--- src/rtl/packet_sequencer.sv ---
// packet_sequencer: runs one packet_constructor per L0 event, from stamping through
// cluster arbitration, the no-0/1 flag and the readout handshake.
module packet_sequencer #(
  parameter int CLSTR_NUM = 4,
  parameter int TIMEOUT   = 255,
  parameter int TO_W      = 8
) (
  input  logic        CLK,
  input  logic        RST,
  input  logic        L0_REQ,
  input  logic [15:0] L0_BC_ID,
  output logic        L0_ACK,
  input  logic        SEG0_VLD,
  input  logic        SEG1_VLD,
  input  logic [6:0]  SEG0_DATA,
  input  logic [6:0]  SEG1_DATA,
  input  logic        SEG0_DONE,
  input  logic        SEG1_DONE,
  output logic        SEG0_RDY,
  output logic        SEG1_RDY,
  input  logic        NO01_FLAG,
  output logic        PCKT_RST_O,
  output logic [15:0] L0_BC_ID_O,
  output logic        CLSTR_RDY_O,
  output logic        SEG_ID_O,
  output logic [6:0]  DATA_O,
  output logic        NO_0_1_O,
  output logic        PCKT_VLD,
  input  logic        PCKT_ACK,
  output logic [7:0]  DROP_CNT,
  output logic        TIMEOUT_ERR
);
  localparam int CW = $clog2(CLSTR_NUM + 2);
  typedef enum logic [2:0] {IDLE, START, COLLECT, FLAG, WAIT_ACK} state_t;
  state_t state_q, state_d;
  logic ptr_q, ptr_d;
  logic [CW-1:0] cnt_q, cnt_d;
  logic [TO_W-1:0] to_q, to_d;
  logic no01_q, no01_d;
  logic l0_ack_q, l0_ack_d, pckt_rst_q, pckt_rst_d;
  logic [15:0] bcid_q, bcid_d;
  logic clstr_rdy_q, clstr_rdy_d, seg_id_q, seg_id_d;
  logic [6:0] data_q, data_d;
  logic no_0_1_q, no_0_1_d, pckt_vld_q, pckt_vld_d;
  logic [7:0] drop_q, drop_d;
  logic to_err_q, to_err_d;
  logic collect, to_hit, en, g0, g1, xfer, keep, done_all;
  // The timeout cycle itself withholds grants, so collection always ends in that cycle.
  assign collect  = state_q == COLLECT;
  assign to_hit   = collect && to_q == TO_W'(TIMEOUT - 1);
  assign en       = collect && !to_hit;
  assign g0       = en && SEG0_VLD && (!SEG1_VLD || !ptr_q);
  assign g1       = en && SEG1_VLD && (!SEG0_VLD || ptr_q);
  assign xfer     = g0 || g1;
  assign keep     = cnt_q <= CW'(CLSTR_NUM);
  assign done_all = SEG0_DONE && !SEG0_VLD && SEG1_DONE && !SEG1_VLD;
  assign SEG0_RDY = g0;
  assign SEG1_RDY = g1;
  always_comb begin
    state_d     = state_q;
    ptr_d       = (xfer && SEG0_VLD && SEG1_VLD) ? !ptr_q : ptr_q;
    cnt_d       = cnt_q;
    to_d        = to_q;
    no01_d      = no01_q;
    bcid_d      = bcid_q;
    drop_d      = drop_q;
    to_err_d    = to_err_q || to_hit;
    clstr_rdy_d = xfer && keep;
    seg_id_d    = (xfer && keep) ? g1 : seg_id_q;
    data_d      = (xfer && keep) ? (g1 ? SEG1_DATA : SEG0_DATA) : data_q;
    unique case (state_q)
      IDLE: if (L0_REQ) begin
        bcid_d  = L0_BC_ID;
        drop_d  = 8'd0;
        cnt_d   = '0;
        state_d = START;
      end
      START: begin
        no01_d  = 1'b0;
        to_d    = '0;
        state_d = COLLECT;
      end
      COLLECT: begin
        to_d   = to_q + 1'b1;
        no01_d = no01_q || NO01_FLAG;
        if (xfer && keep) cnt_d = cnt_q + 1'b1;
        if (xfer && !keep) drop_d = (drop_q == 8'hFF) ? drop_q : drop_q + 8'd1;
        if (!xfer && (done_all || to_hit)) state_d = FLAG;
      end
      FLAG:     state_d = WAIT_ACK;
      WAIT_ACK: state_d = PCKT_ACK ? IDLE : WAIT_ACK;
      default:  state_d = IDLE;
    endcase
    l0_ack_d   = state_d == START;
    pckt_rst_d = state_d == START;
    no_0_1_d   = state_d == FLAG && no01_d;
    pckt_vld_d = state_d == WAIT_ACK;
  end
  always_ff @(posedge CLK or negedge RST) begin
    if (!RST) begin
      state_q     <= IDLE;
      ptr_q       <= 1'b0;
      cnt_q       <= '0;
      to_q        <= '0;
      no01_q      <= 1'b0;
      l0_ack_q    <= 1'b0;
      pckt_rst_q  <= 1'b0;
      bcid_q      <= 16'd0;
      clstr_rdy_q <= 1'b0;
      seg_id_q    <= 1'b0;
      data_q      <= 7'd0;
      no_0_1_q    <= 1'b0;
      pckt_vld_q  <= 1'b0;
      drop_q      <= 8'd0;
      to_err_q    <= 1'b0;
    end else begin
      state_q     <= state_d;
      ptr_q       <= ptr_d;
      cnt_q       <= cnt_d;
      to_q        <= to_d;
      no01_q      <= no01_d;
      l0_ack_q    <= l0_ack_d;
      pckt_rst_q  <= pckt_rst_d;
      bcid_q      <= bcid_d;
      clstr_rdy_q <= clstr_rdy_d;
      seg_id_q    <= seg_id_d;
      data_q      <= data_d;
      no_0_1_q    <= no_0_1_d;
      pckt_vld_q  <= pckt_vld_d;
      drop_q      <= drop_d;
      to_err_q    <= to_err_d;
    end
  end
  assign L0_ACK      = l0_ack_q;
  assign PCKT_RST_O  = pckt_rst_q;
  assign L0_BC_ID_O  = bcid_q;
  assign CLSTR_RDY_O = clstr_rdy_q;
  assign SEG_ID_O    = seg_id_q;
  assign DATA_O      = data_q;
  assign NO_0_1_O    = no_0_1_q;
  assign PCKT_VLD    = pckt_vld_q;
  assign DROP_CNT    = drop_q;
  assign TIMEOUT_ERR = to_err_q;
endmodule

--- config.mk ---
export PLATFORM = sky130hd
export DESIGN_NAME = packet_sequencer
export DESIGN_NICKNAME = d
export VERILOG_FILES = /design/src/rtl/packet_sequencer.sv
export SDC_FILE = /design/constraint.sdc
export NUM_CORES = 1
export LEC_CHECK = 0
export BUFFER_PORTS_ARGS = -buffer_cell sky130_fd_sc_hd__buf_2
export CORE_UTILIZATION = 35
export CTS_CLUSTER_DIAMETER = 120
export DETAILED_ROUTE_END_ITERATION = 8
export SYNTH_ARGS = -nofsm -noshare
export SYNTH_HDL_FRONTEND = slang
export SYNTH_SLANG_ARGS = --single-unit
--- constraint.sdc ---
create_clock -name CLK -period 1.9 [get_ports CLK]
set_input_delay 0 -clock CLK [delete_from_list [all_inputs] [get_ports CLK]]
set_output_delay 0 -clock CLK [all_outputs]
set_load 0.005 [all_outputs]
# Word level (Yosys, flattened, before mapping)
# Index checks and enable logic that the tools add are counted.
# classes
add_sub_neg,3
order_cmp,1
n_eq_ne,13
n_mux,14
n_reduce_logical,33
# op_table
op,n
$pmux 8 s2,2
$mux 8,3
$add 8x1->8 const B,2
$eq 8x8->1 const B,2
$logic_and 1x1->1,15
$mux 3,5
$pmux 3 s5,1
$eq 3x2->1 const B,3
$mux 7,1
$eq 3x1->1 const B,2
$eq 3x3->1 const B,2
$logic_not 1->1,6
$logic_or 1x1->1,6
$ne 2x2->1 const B,3
$pmux 3 s2,1
$reduce_and 4->1,1
$reduce_bool 2->1,2
$add 3x1->3 const B,1
$le 3x3->1 const B,1
$logic_not 3->1,1
$reduce_and 3->1,1
$ne 2x1->1 const B,1
$pmux 1 s2,1
$reduce_and 2->1,1
# totals
ff_bits,53
in_bits,39
output_inout_bits,40
elab_cells,78

# Longest topological paths before layout
# depth
depth_word,13
ltp_mapped,7
mapped_depth_nobuf,6

# Least setup slack after synthesis
# Ideal clock, no wire load.
# synth_timing
path_type,register to register
startpoint,register state_q[0]
endpoint,register seg_id_q (netlist: SEG_ID_O)
arrival_ns,1.586
required_ns,1.775
setup_slack_ns,0.189
path_stages_with_launch,6
path_buffers,1
synth_period_minus_slack_ns,1.711
path_cell_list,dfrtp_1 > nor3b_4 > o21ai_2 > nor2_1 > buf_2 > mux2_2
# synth_between
elab_chain_cells,8
# synth_lines
item,line_no,rtl
from (decl),35,"state_t state_q, state_d;"
from (signal assigned),117,state_q <= state_d;
$eq 3x2->1 (*),49,assign collect = state_q == COLLECT;
$logic_and 1x1->1,50,assign to_hit = collect && to_q == TO_W'(TIMEOUT - 1);
$logic_not 1->1,51,assign en = collect && !to_hit;
$logic_and 1x1->1 (*),51,
$logic_and 1x1->1 (on tied branches) (2 in series),"52, 53",
$logic_or 1x1->1 (*),54,assign xfer = g0 || g1;
$logic_and 1x1->1 (*),n/a,
net clstr_rdy_d,42,"logic clstr_rdy_q, clstr_rdy_d, seg_id_q, seg_id_d;"
to (signal assigned),126,seg_id_q <= seg_id_d;
to (decl),42,
# Mark *: on every way through the listed nets, which the timed path passes. The rest lies on a longest branch.
# A chain may end at the register's enable or synchronous reset.

# Worst setup path after layout
# layout_timing
startpoint,input SEG0_VLD
endpoint,register data_q[3] (netlist: DATA_O[3])
# layout_between
elab_chain_cells,5
# layout_lines
item,line_no,rtl
from (decl),13,"input logic SEG0_VLD,"
$logic_not 1->1,53,assign g1 = en && SEG1_VLD && (!SEG0_VLD || ptr_q);
$logic_or 1x1->1,53,
$logic_and 1x1->1,53,
$logic_or 1x1->1,54,
$logic_and 1x1->1,70,data_d = (xfer && keep) ? (g1 ? SEG1_DATA : SEG0_DATA) : data_q;
to (signal assigned),127,data_q <= data_d;
to (decl),43,"logic [6:0] data_q, data_d;"
# Several ways; a longest one is shown, not always the timed one.

==> qor.csv <==
metric,value,unit
post-route ant nets,0,
Final Critical Period,1770,ps
status,"complete, no violations",
Crit path buffers/inverters,4,
post-synth cell types,41,
register area share after synthesis,54.0,%
maximum vdd drop,0.000564,V
DRT iter0 DRCs,78,
register bit count reported by yosys,53,
Max Slew Vio Count,0,
fmax,0.564,GHz
PortBufs,78,
Die ar.,7350,µm²
worst-skew pair later-pin latency,300,ps
ratio of cells with drive above 1 in the final layout,28.8,%
drt pass-1 iters,4,
total number of vias,2184,
DP Worst Slack,133,ps
clk sinks,53,
final hold violation count,0,
drt total wl,5880,µm
GRT overflow,0,
crit path cell chain,"dlygate4sd3_1, buf_2, inv_1, o21ai_4, mux2i_1, dlygate4sd3_1, a21oi_1",
clock buffer depth,2,
family with the most delay on the worst path,buffers and inverters,
Final Cycle Share,93.4,%
CTS tree,done,
worst path required time,2100,ps
Filler cells,635,
Initial Utilization,36.1,%
initial antenna violation count,0,
post-DP HPWL,3980,µm
Crit path top cell by count,dlygate4sd3_1,
Ys Warns,0,
number of synthesized flops with an enable pin,0,
Pwr Density,1220,nW/µm²
CP max-delay cell,dlygate4sd3_1,
area delta synth->final,39.5,%
startpoint types,input port,
DR vias/cell,4.71,
skew final,8.50,ps
Post-CTS Setup Inserts,0,
hold crit path type,input port to register,
Final WS setup,126,ps
I/O pin count,79,
Post-synth top flop,dfrtp_1,
vias in the first global route,2116,
slowest cell delay on critical path,580,ps
"Max FO, Critical Path",8,
RSZ-0062 raised after global routing,no,
DP Area,3020,µm²
first-pass GRT wire length,9670,µm
Die W,85.8,µm
Core Box Area,6790,µm²
Mapped Area,2450,µm²
Slew @ Worst Pin,545,ps
final total power,4170,µW
Slew HR,63.7,%
TNS Setup,0,ps
"Reg clk slew, reported paths",90,ps
Post-Synthesis Net Count,296,
Crit. End Element,register,
DR WL/cell,12.7,µm
CTS root buf,clkbuf_8,
largest net degree at the start of global routing,33,
final setup violation count,0,
design area,3420,µm²
routability cong.,0.857,
final net count,412,
kind of critical path,input port to register,
All-Layer GR Usage,16.7,%
crit path DAT,1970,ps
number of remaining DRC errors,0,
Ant. Diodes,0,
cts bufs inserted,5,
Die H,85.8,µm
leak pwr,0.00172,µW
Synth Instances,252,
H-tree depth,2,
"FFs w/ async S/R, synth",100,%
Rows,30,
MaxCap Viol Count,0,
Avg Inst Size Synth,9.74,µm²
-- flip-flops by register name, indices dropped and copies added, names as in the netlist --
| register | cells |
|---|---|
| cnt_q | 3 |
| DROP_CNT | 8 |
| SEG_ID_O | 1 |
| L0_BC_ID_O | 16 |
| PCKT_VLD | 1 |
| DATA_O | 7 |
| no01_q | 1 |
| CLSTR_RDY_O | 1 |
| TIMEOUT_ERR | 1 |
| ptr_q | 1 |
| PCKT_RST_O | 1 |
| NO_0_1_O | 1 |
| to_q | 8 |
| state_q | 3 |
-- final timing paths --
check | from | endpoint | slack [ps] | depth (start not counted)
min in group asynchronous | RST | DATA_O[3] | 210 | 2
worst min register to register | L0_BC_ID_O[7] | L0_BC_ID_O[7] | 470 | 2
worst min-delay path | SEG0_DATA[1] | DATA_O[1] | 8 | 3
worst max-delay path | SEG0_VLD | DATA_O[3] | 130 | 7
worst max register to register | ptr_q | DATA_O[3] | 150 | 4
max in group asynchronous | RST | to_q[6] | 1140 | 3
-- per-stage QoR --
step                instances  hold slack, ps  utilization (%)
floorplan                 252            -296                -
global placement          428            12.9             44.5
detailed placement        428            19.3             44.5
CTS                       464            2.40             50.0
global route              464            24.2             50.4
finish                    464            8.35             50.4
-- power by group --
group          leakage, µW  switching, µW  internal (µW)
sequential        0.000680            252           1510
combinational     0.000998            982            799
clock            0.0000443            336            290
-- cell usage in the layout (no fill, tap or decap), drive strengths merged, types with 4 or more instances in the layout --
master,instances
inv,9
a21oi,20
mux2i,12
o21ai,16
ha,5
nor2,12
buf,90
a31oi,4
clkbuf,7
o31ai,5
dfrtp,53
nand3b,4
nand3,5
nand4,5
nand2,62
dlygate4sd3,29
-- cells in the mapped netlist, types with 2 or more instances --
| library cell | number | area [µm²] |
|---|---|---|
| nand2_1 | 62 | 233 |
| dfrtp_1 | 53 | 1330 |
| a21oi_1 | 20 | 100 |
| o21ai_0 | 13 | 65.1 |
| mux2i_1 | 12 | 120 |
| nor2_1 | 12 | 45.0 |
| inv_1 | 9 | 33.8 |
| clkbuf_1 | 6 | 22.5 |
| ha_1 | 5 | 62.6 |
| nand3_1 | 5 | 25.0 |
| nand4_1 | 5 | 31.3 |
| o31ai_1 | 5 | 37.5 |
| a31oi_1 | 4 | 25.0 |
| nand3b_1 | 4 | 30.0 |
| a211oi_1 | 3 | 22.5 |
| buf_2 | 3 | 15.0 |
| nor4b_1 | 3 | 26.3 |
| and3_1 | 2 | 12.5 |
| nand2b_1 | 2 | 12.5 |
| o21ai_2 | 2 | 17.5 |
| or4_1 | 2 | 15.0 |
-- layer usage --
layer	track usage (%)	routed length, µm	vias up
met4	5.45	76	0
li1	-	-	1102
met5	0	0	-
met3	3.18	251	7
met2	28.7	2890	65
met1	21.2	2650	1010
-- worst reg2reg max path: stages, from the launching register on --
cell and delay (ps):
dfrtp_1 440, o21ai_4 330, mux2i_1 220, dlygate4sd3_1 580
a21oi_1 70
-- kinds of logic (layout without fill, tap and decap cells) --
kind of cell / after synthesis / in the layout / share of synthesized area [%]
fa+ha+maj: 5 / 5 / 2.55
flops: 53 / 53 / 54.0
simple gates: 105 / 105 / 20.7
mux: 13 / 13 / 5.35
xor+xnor: 2 / 2 / 0.714
compound gates: 55 / 55 / 13.5
buf+inv: 19 / 135 / 3.21
-- layout make-up --
type                       count  area, µm²  share of cell area (%)
clock buffer                   7       86.3                    2.52
sequential                    53       1330                    38.7
inverter                       9       33.8                   0.986
tap                           96        120                    3.51
multi-input combinational    180       1070                    31.4
timing repair buffer         119        783                    22.9
-- repair_timing --
| action | 4_1_cts | 5_1_grt |
|---|---|---|
| hold buffers | 29 | 0 |
| endpoints found under the setup margin | 0 | 9 |
| hold endpoints to repair | 47 | 0 |
| gates resized for setup | 0 | 4 |
Note: power is estimated with default switching activity, not from simulation.
